$ cat src/rtl/mtr_drv_if.sv
// Speed command / gate drive bundle between the balance controller and the motor driver.
interface mtr_drv_if;
    logic signed [11:0] lft_spd;
    logic signed [11:0] rght_spd;
    logic               lft_ovr_i;
    logic               rght_ovr_i;
    logic               lft_hi;
    logic               lft_lo;
    logic               rght_hi;
    logic               rght_lo;
    logic               fault;

    modport master (
        output lft_spd, rght_spd, lft_ovr_i, rght_ovr_i,
        input  lft_hi, lft_lo, rght_hi, rght_lo, fault
    );
    modport slave (
        input  lft_spd, rght_spd, lft_ovr_i, rght_ovr_i,
        output lft_hi, lft_lo, rght_hi, rght_lo, fault
    );
endinterface

$ cat src/rtl/mtr_drv.sv
// Dual H-bridge PWM gate driver: shared counter, per-motor duty shadow, dead time,
// blanked over-current qualification feeding one sticky fault.
module mtr_drv_lane #(
    parameter int NONOVERLAP = 32,
    parameter int BLANK      = 64,
    parameter int OVR_LIMIT  = 4
) (
    input  logic               clk,
    input  logic               rst_n,
    input  logic [10:0]        cnt,
    input  logic signed [11:0] spd,
    input  logic               ovr_i,
    input  logic               fault,
    output logic               hi,
    output logic               lo,
    output logic               trip
);
    localparam int DTW = $clog2(NONOVERLAP + 1);
    localparam int TW  = $clog2(BLANK + 1);
    localparam int CW  = $clog2(OVR_LIMIT + 1);

    logic signed [11:0] sat;
    logic [10:0]        duty, duty_sh;
    logic               pwm, pwm_nxt, wrap, hit, hit_now;
    logic [DTW-1:0]     dt;
    logic [TW-1:0]      on_tmr;
    logic [CW-1:0]      ovr_cnt;

    always_comb begin
        if (spd > 12'sd1023)       sat = 12'sd1023;
        else if (spd < -12'sd1024) sat = -12'sd1024;
        else                       sat = spd;
        duty = sat[10:0] + 11'h400;
    end

    assign wrap    = (cnt == 11'h7FF);
    assign pwm_nxt = (cnt < duty_sh);
    assign hit_now = ovr_i & hi & (on_tmr >= TW'(BLANK));
    // Fires on the period boundary that brings ovr_cnt up to the limit.
    assign trip    = wrap & (hit | hit_now) & (ovr_cnt == CW'(OVR_LIMIT - 1));

    always_ff @(posedge clk) begin
        if (!rst_n) begin
            duty_sh <= 11'h400;
            pwm     <= 1'b0;
            dt      <= DTW'(NONOVERLAP);
            hi      <= 1'b0;
            lo      <= 1'b0;
            on_tmr  <= '0;
            hit     <= 1'b0;
            ovr_cnt <= '0;
        end else begin
            if (wrap) duty_sh <= duty;
            pwm <= pwm_nxt;
            // Reload together with the pwm edge so the gates never see a stale dt==0.
            if (pwm_nxt != pwm)  dt <= DTW'(NONOVERLAP);
            else if (dt != '0)   dt <= dt - 1'b1;
            hi <= pwm  & (dt == '0) & ~fault;
            lo <= ~pwm & (dt == '0) & ~fault;
            if (!hi)            on_tmr <= '0;
            else if (!(&on_tmr)) on_tmr <= on_tmr + 1'b1;
            if (wrap) begin
                hit <= 1'b0;
                if (!(hit | hit_now))              ovr_cnt <= '0;
                else if (ovr_cnt != CW'(OVR_LIMIT)) ovr_cnt <= ovr_cnt + 1'b1;
            end else begin
                hit <= hit | hit_now;
            end
        end
    end
endmodule

module mtr_drv #(
    parameter int NONOVERLAP = 32,
    parameter int BLANK      = 64,
    parameter int OVR_LIMIT  = 4
) (
    input  logic     clk,
    input  logic     rst_n,
    mtr_drv_if.slave bus
);
    localparam int NUM_LANES = 2;

    logic [10:0]                 cnt;
    logic                        fault_q;
    logic [NUM_LANES-1:0][11:0]  spd;
    logic [NUM_LANES-1:0]        ovr, hi, lo, trip;

    // Lane 0 is the left motor, lane 1 the right.
    assign spd = {bus.rght_spd, bus.lft_spd};
    assign ovr = {bus.rght_ovr_i, bus.lft_ovr_i};

    for (genvar gi = 0; gi < NUM_LANES; gi++) begin : g_lane
        mtr_drv_lane #(
            .NONOVERLAP(NONOVERLAP), .BLANK(BLANK), .OVR_LIMIT(OVR_LIMIT)
        ) u_lane (
            .clk(clk), .rst_n(rst_n), .cnt(cnt), .spd($signed(spd[gi])),
            .ovr_i(ovr[gi]), .fault(fault_q), .hi(hi[gi]), .lo(lo[gi]), .trip(trip[gi])
        );
    end

    always_ff @(posedge clk) begin
        if (!rst_n) begin
            cnt     <= '0;
            fault_q <= 1'b0;
        end else begin
            cnt     <= cnt + 1'b1;
            fault_q <= fault_q | (|trip);
        end
    end

    assign bus.lft_hi  = hi[0];
    assign bus.lft_lo  = lo[0];
    assign bus.rght_hi = hi[1];
    assign bus.rght_lo = lo[1];
    assign bus.fault   = fault_q;
endmodule
$ cat src/flat_wrapper.sv
// flat-port wrapper written by rule: the top's interface ports become plain ports
module mtr_drv_flat 
#(
    parameter int NONOVERLAP = 32,
    parameter int BLANK      = 64,
    parameter int OVR_LIMIT  = 4
)
  (clk, rst_n, bus_lft_spd, bus_rght_spd, bus_lft_ovr_i, bus_rght_ovr_i, bus_lft_hi, bus_lft_lo, bus_rght_hi, bus_rght_lo, bus_fault);
  mtr_drv_if bus_i ();
  input  logic clk;
  input  logic rst_n;
  input wire logic [$bits(bus_i.lft_spd)-1:0] bus_lft_spd;
  input wire logic [$bits(bus_i.rght_spd)-1:0] bus_rght_spd;
  input wire logic [$bits(bus_i.lft_ovr_i)-1:0] bus_lft_ovr_i;
  input wire logic [$bits(bus_i.rght_ovr_i)-1:0] bus_rght_ovr_i;
  output wire logic [$bits(bus_i.lft_hi)-1:0] bus_lft_hi;
  output wire logic [$bits(bus_i.lft_lo)-1:0] bus_lft_lo;
  output wire logic [$bits(bus_i.rght_hi)-1:0] bus_rght_hi;
  output wire logic [$bits(bus_i.rght_lo)-1:0] bus_rght_lo;
  output wire logic [$bits(bus_i.fault)-1:0] bus_fault;
  assign bus_i.lft_spd = bus_lft_spd;
  assign bus_i.rght_spd = bus_rght_spd;
  assign bus_i.lft_ovr_i = bus_lft_ovr_i;
  assign bus_i.rght_ovr_i = bus_rght_ovr_i;
  assign bus_lft_hi = bus_i.lft_hi;
  assign bus_lft_lo = bus_i.lft_lo;
  assign bus_rght_hi = bus_i.rght_hi;
  assign bus_rght_lo = bus_i.rght_lo;
  assign bus_fault = bus_i.fault;
  mtr_drv #(.NONOVERLAP(NONOVERLAP), .BLANK(BLANK), .OVR_LIMIT(OVR_LIMIT)) u_core (.clk(clk), .rst_n(rst_n), .bus(bus_i));
endmodule
$ cat config.mk
export PLATFORM = sky130hd
export DESIGN_NAME = mtr_drv_flat
export DESIGN_NICKNAME = d
export VERILOG_FILES = /design/src/rtl/mtr_drv_if.sv /design/src/rtl/mtr_drv.sv /design/src/flat_wrapper.sv
export SDC_FILE = /design/constraint.sdc
export NUM_CORES = 1
export LEC_CHECK = 0
export CAP_MARGIN = 20
export CORE_ASPECT_RATIO = 0.5
export CORE_MARGIN = 2
export CORE_UTILIZATION = 52
export DETAILED_ROUTE_END_ITERATION = 8
export PLACE_DENSITY = 0.76
export SYNTH_ARGS = -nofsm -noshare
export SYNTH_HDL_FRONTEND = slang
export SYNTH_HIERARCHICAL = 1
export SYNTH_SLANG_ARGS = --single-unit
$ cat constraint.sdc
create_clock -name clk -period 1.7 [get_ports clk]
set_input_delay 0.17 -clock clk [delete_from_list [all_inputs] [get_ports clk]]
set_output_delay 0.17 -clock clk [all_outputs]
set_load 0.05 [all_outputs]
[After elaboration in Yosys (flattened, before gate mapping)]
Cells that the tools add are included.
Operators by class
  add/sub/neg operators: 9
  $lt $le $gt $ge: 8
  equal/unequal tests: 9
  mux-type cells: 8
  bitwise gates (word level): 23
  reduce and logical (&&, ||, !) cells: 14
Operators by type and width (count)
  11-bit 2-to-1 mux: 4
  12-bit by 11-bit greater-than comparator with 1-bit output, second input constant: 2
  12-bit by 11-bit less-than comparator with 1-bit output, second input constant: 2
  11-bit adder, second input constant: 2
  11-bit less-than comparator: 2
  1-bit AND: 16
  7-bit by 1-bit adder with 7-bit output, second input constant: 2
  7-bit greater-or-equal comparator, second input constant: 2
  7-bit AND reduction: 2
  6-bit zero test: 2
  3-bit 2-to-1 mux: 4
  6-bit nonzero test: 2
  6-bit by 1-bit subtractor with 6-bit output, second input constant: 2
  11-bit by 1-bit adder with 11-bit output, second input constant: 1
  11-bit equality test, second input constant: 1
  2-bit AND reduction: 4
  2-bit OR reduction: 4
  3-bit by 1-bit adder with 3-bit output, second input constant: 2
  3-bit by 2-bit equality test with 1-bit output, second input constant: 2
  3-bit != test, second input constant: 2
  2-bit by 1-bit != test with 1-bit output, second input constant: 2
  1-bit NOT: 4
  1-bit OR: 3
  1-bit != test: 2
Storage, ports and cells
  flip-flop bits (word level): 74
  bits of input ports: 28
  output and inout bits: 5
  word-level logic and storage cells: 89

[Longest topological paths before layout]
  depth after elaboration: 7
  depth in mapped cells: 7
  depth with buffers taken out: 6

[Cells and area by module]
The synthesis kept the hierarchy.
Modules (own cells, without submodules)
  mtr_drv_lane: instances 2, cells each 202, area each 1725.4 um^2, sequential area each 620.6 um^2
  mtr_drv: instances 1, cells each 52, area each 489.2 um^2, sequential area each 240.2 um^2

[Worst setup path after synthesis]
OpenSTA, ideal clock, no wires.
  kind: reg-to-reg
  from: register u_core.cnt[6]
  to: register u_core.g_lane[0].u_lane.dt[0]
  library setup time: 0.072 ns
  arrival: 1.689 ns
  data required time: 1.628 ns
  setup slack: -0.061 ns
  stages on the path, launching flop included: 6
  buffers on the path: 0
  period minus slack after synthesis: 1.761 ns
  cell sequence: dfxtp_1 ha_1 a21oi_1 o221ai_1 a211oi_2 mux2i_1
Between the ends
  longest elaborated chain between the ends: 3
Ends and longest elaborated chain
  start: declaration: RTL line mtr_drv.sv:84  | logic [10:0] cnt;
  start signal: assignment: RTL line mtr_drv.sv:107  | cnt <= cnt + 1'b1;
  11-bit less-than comparator: RTL line mtr_drv.sv:37  | assign pwm_nxt = (cnt < duty_sh);
  1-bit != test: RTL line mtr_drv.sv:56  | if (pwm_nxt != pwm) dt <= DTW'(NONOVERLAP);
  2-bit OR reduction (no source line)
  end signal: assignment: RTL line mtr_drv.sv:46  | dt <= DTW'(NONOVERLAP);
  end signal: assignment: RTL line mtr_drv.sv:56
  end signal: assignment: RTL line mtr_drv.sv:57  | else if (dt != '0) dt <= dt - 1'b1;
  end: declaration: RTL line mtr_drv.sv:25  | logic [DTW-1:0] dt;
No other way between the ends.
A chain may end at the register's enable or synchronous reset.

[Final worst setup path]
  from: register u_core.cnt[8]
  to: register u_core.g_lane[0].u_lane.dt[5]
Same word-level chain as after synthesis.

==> results.py <==
metrics = {
    "setup_path": {
        "critical_path.top_delay_family": "flip-flops",
        "crit_buf_inv": 2,
        "path_class": "register to register",
        "crit_arrival_ns": 1.98,
        "start_kind": "register",
        "end_kind": "register",
        "required_ns": 1.96,
        "crit_path_top_delay_cell": "dfxtp_4",
        "cpPeakStageDelay_ns": 0.37,
        "worstPathCellList": "ha_4, nand4_1, buf_6, nor3_4, a211oi_4, buf_12, mux2i_1",
        "cp_max_fo": 7,
    },
    "drt": {
        "ant_nets": 0,
        "vias": 3552,
        "vias_per_cell": 5.78,
        "wl_per_cell_um": 16.0,
        "drt-total-wl_um": 9830,
        "route.detailed.drc": 0,
        "drt-initial-drc-count": 299,
        "drt_pass1_iterations": 5,
    },
    "timing": {
        "fin_skew_ns": 0.00542,
        "worstMarginPinSlew_ns": 0.742,
        "final_max_slew_viol_count": 0,
        "setup_ws_ns": -0.0186,
        "period_needed_ns": 1.72,
        "hold_viol_final": 0,
        "setup_viol": 4,
        "max_freq_mhz": 582,
        "finalSetupTns_ns": -0.0379,
        "max_slew_margin": 0.504,
        "rsz0062_at_grt": "yes",
        "post-route-period-util": 1.01,
    },
    "clocking": {
        "clk_path_buf_depth": 2,
        "clkTransAtPathRegs_ns": 0.05,
        "htreeDepth": 3,
        "postCtsHoldBufs": 0,
        "clock-sinks": 74,
        "cts_tree": "yes",
        "numCtsBuffers": 9,
        "cts_root_buf": "clkbuf_16",
        "clock_latency_ns": 0.34,
    },
    "floorplanning": {
        "die_w_um": 127,
        "num_rows": 22,
        "start_util": 0.538,
        "fp.dieH_um": 65.6,
        "coreArea_um2": 7320,
        "io_pins": 33,
        "dieArea_um2": 8330,
    },
    "final_layout": {
        "drive_above_1_share": 0.266,
        "final_common_cell": "nand2_1",
        "final_net_count": 573,
        "n_antenna_cell": 0,
        "fin_cells": 615,
        "post-route-util": 0.724,
        "area_growth_pct": 34.6,
        "final_cell_mix": "60 x nand2_1, 53 x dfxtp_1, 32 x buf_4",
    },
    "yosys": {
        "syn_inst": 456,
        "synth_edf_count": 0,
        "syn-mean-instance-area_um2": 8.64,
        "synth-seq-area-share": 0.376,
        "synth_seq_cells": 74,
        "syn_area_um2": 3940,
        "synth_top_area_share": 0.376,
        "synth_area_leaders": "dfxtp_1 38%, ha_1 9.8%, nand2_1 5.7%",
        "synth_cell_type_count": 45,
        "yosysTopAreaCell": "dfxtp_1",
        "synthesis.nets": 515,
        "synth_ff_type": "dfxtp_1",
        "synth_warnings": 6,
        "async_flop_share": 0,
    },
    "global_routing": {
        "grt_max_degree": 29,
        "grt_pass1_vias": 3359,
        "grt-ovfl-total": 0,
        "antenna_found_initial": 0,
        "grt_pass1_wl_um": 15200,
        "grtUsageTotal": 0.231,
    },
    "placement": {
        "dp_hpwl_um": 6120,
        "gp_congestion": 0.784,
        "placed_cells": 597,
        "io_buffers": 32,
        "dp_slack_ns": -0.0755,
    },
    "flow_run": {
        "maxCapViolations": 0,
    },
    "power": {
        "vdd_drop_max_mv": 0.678,
        "powerDensity_nw_per_um2": 801,
        "leakagePower_nw": 2.30,
        "finalPower_mw": 4.25,
    },
    "outcome": {
        "status": "finished, violations left",
        "violations": "setup timing",
    },
    "worst_hold_path": {
        "hold_path.class": "register to register",
    },
}
-- layer usage --
| layer | GRT usage | vias to the layer above | part of all wire |
|---|---|---|---|
| met3 | 0.0611 | 21 | 0.035 |
| li1 | - | 1762 | - |
| met4 | 0.0769 | 0 | 0.016 |
| met1 | 0.278 | 1694 | 0.46 |
| met2 | 0.405 | 75 | 0.49 |
| met5 | 0 | - | 0 |
-- cell families after synthesis --
family,after synthesis,synth area share
multiplexers,17,0.0438
XOR/XNOR,11,0.0245
buffers and inverters,53,0.0511
AND/OR/NAND/NOR,164,0.218
adder cells (fa/ha/maj),31,0.0984
flip-flops,74,0.376
AO/OA/AOI/OAI,106,0.188
-- registers in the layout (all words and copies together), names as in the netlist --
signal and count:
u_core/g_lane.u_lane/duty_sh 22, u_core/g_lane.u_lane/on_tmr 14, u_core/g_lane.u_lane/dt 12, u_core/cnt 11, u_core/g_lane.u_lane/ovr_cnt 6, u_core/g_lane.u_lane/hi 2, u_core/g_lane.u_lane/hit 2, u_core/g_lane.u_lane/lo 2
u_core/g_lane.u_lane/pwm 2, u_core/bus.fault 1
-- worst register-to-register path, cell delays in order, from the launching register on --
cell      delay (ns)
dfxtp_4         0.37
ha_4            0.26
nand4_1         0.17
buf_6           0.15
nor3_4          0.04
a211oi_4        0.28
buf_12          0.17
mux2i_1         0.19
-- cell usage after synthesis (3+ instances only) --
cell type and number:
nand3_1 16, o211a_1 20, mux2i_1 15, a31oi_1 8, nor2_1 17, o31ai_1 5
nor4_1 3, or4_1 5, ha_1 31, and3_1 6, nand2b_1 3, nor2b_1 8
inv_1 34, or3_1 7, a21oi_1 37, clkbuf_1 16, nor3b_1 8, nor3_1 7
nand4_1 10, xnor2_1 7, nand2_1 60, o211ai_1 4, o21ai_0 8, o22ai_1 4
dfxtp_1 74, and2_1 3, o21a_1 6, xor2_1 4
-- path summary, 6_finish.rpt --
kind                                      startpoint                            endpoint  slack [ns]  cells after the start
setup / recovery                       u_core/cnt[8]       u_core/g_lane[0].u_lane/dt[5]       -0.02                      7
hold / removal    u_core/g_lane[1].u_lane/duty_sh[0]  u_core/g_lane[1].u_lane/duty_sh[0]        0.49                      1
setup reg to reg                       u_core/cnt[8]       u_core/g_lane[0].u_lane/dt[5]       -0.02                      7
hold reg to reg   u_core/g_lane[1].u_lane/duty_sh[0]  u_core/g_lane[1].u_lane/duty_sh[0]        0.49                      1
-- layout make-up --
class	count	area, um^2
clock inverter	5	52.6
clock buffer	11	253
tap	96	120
timing repair buffer	65	602
multi-input combinational	329	2630
sequential	74	1520
inverter	35	131
fill	507	2020
-- metrics by stage --
stage	cell area (um^2)	hold WS, ns
floorplan	3990	0.292
CTS	5030	0.481
global route	5300	0.507
finish	5300	0.488
detailed placement	4630	0.474
global placement	4630	0.470
-- where the power goes --
part	switching, mW	leakage, nW	total, mW	internal [mW]
sequential	0.0502	0.610	1.82	1.77
clock	0.713	0.151	1.92	1.21
combinational	0.242	1.54	0.511	0.270
total	1.00	2.30	4.25	3.24
-- what timing repair did --
item,4_1_cts,5_1_grt
buffers inserted,1,3
setup endpoints to repair,14,21
pin swaps,8,10
endpoints found under the hold margin,0,0
gates resized for setup,21,55
(Power assumes the default switching activity.)
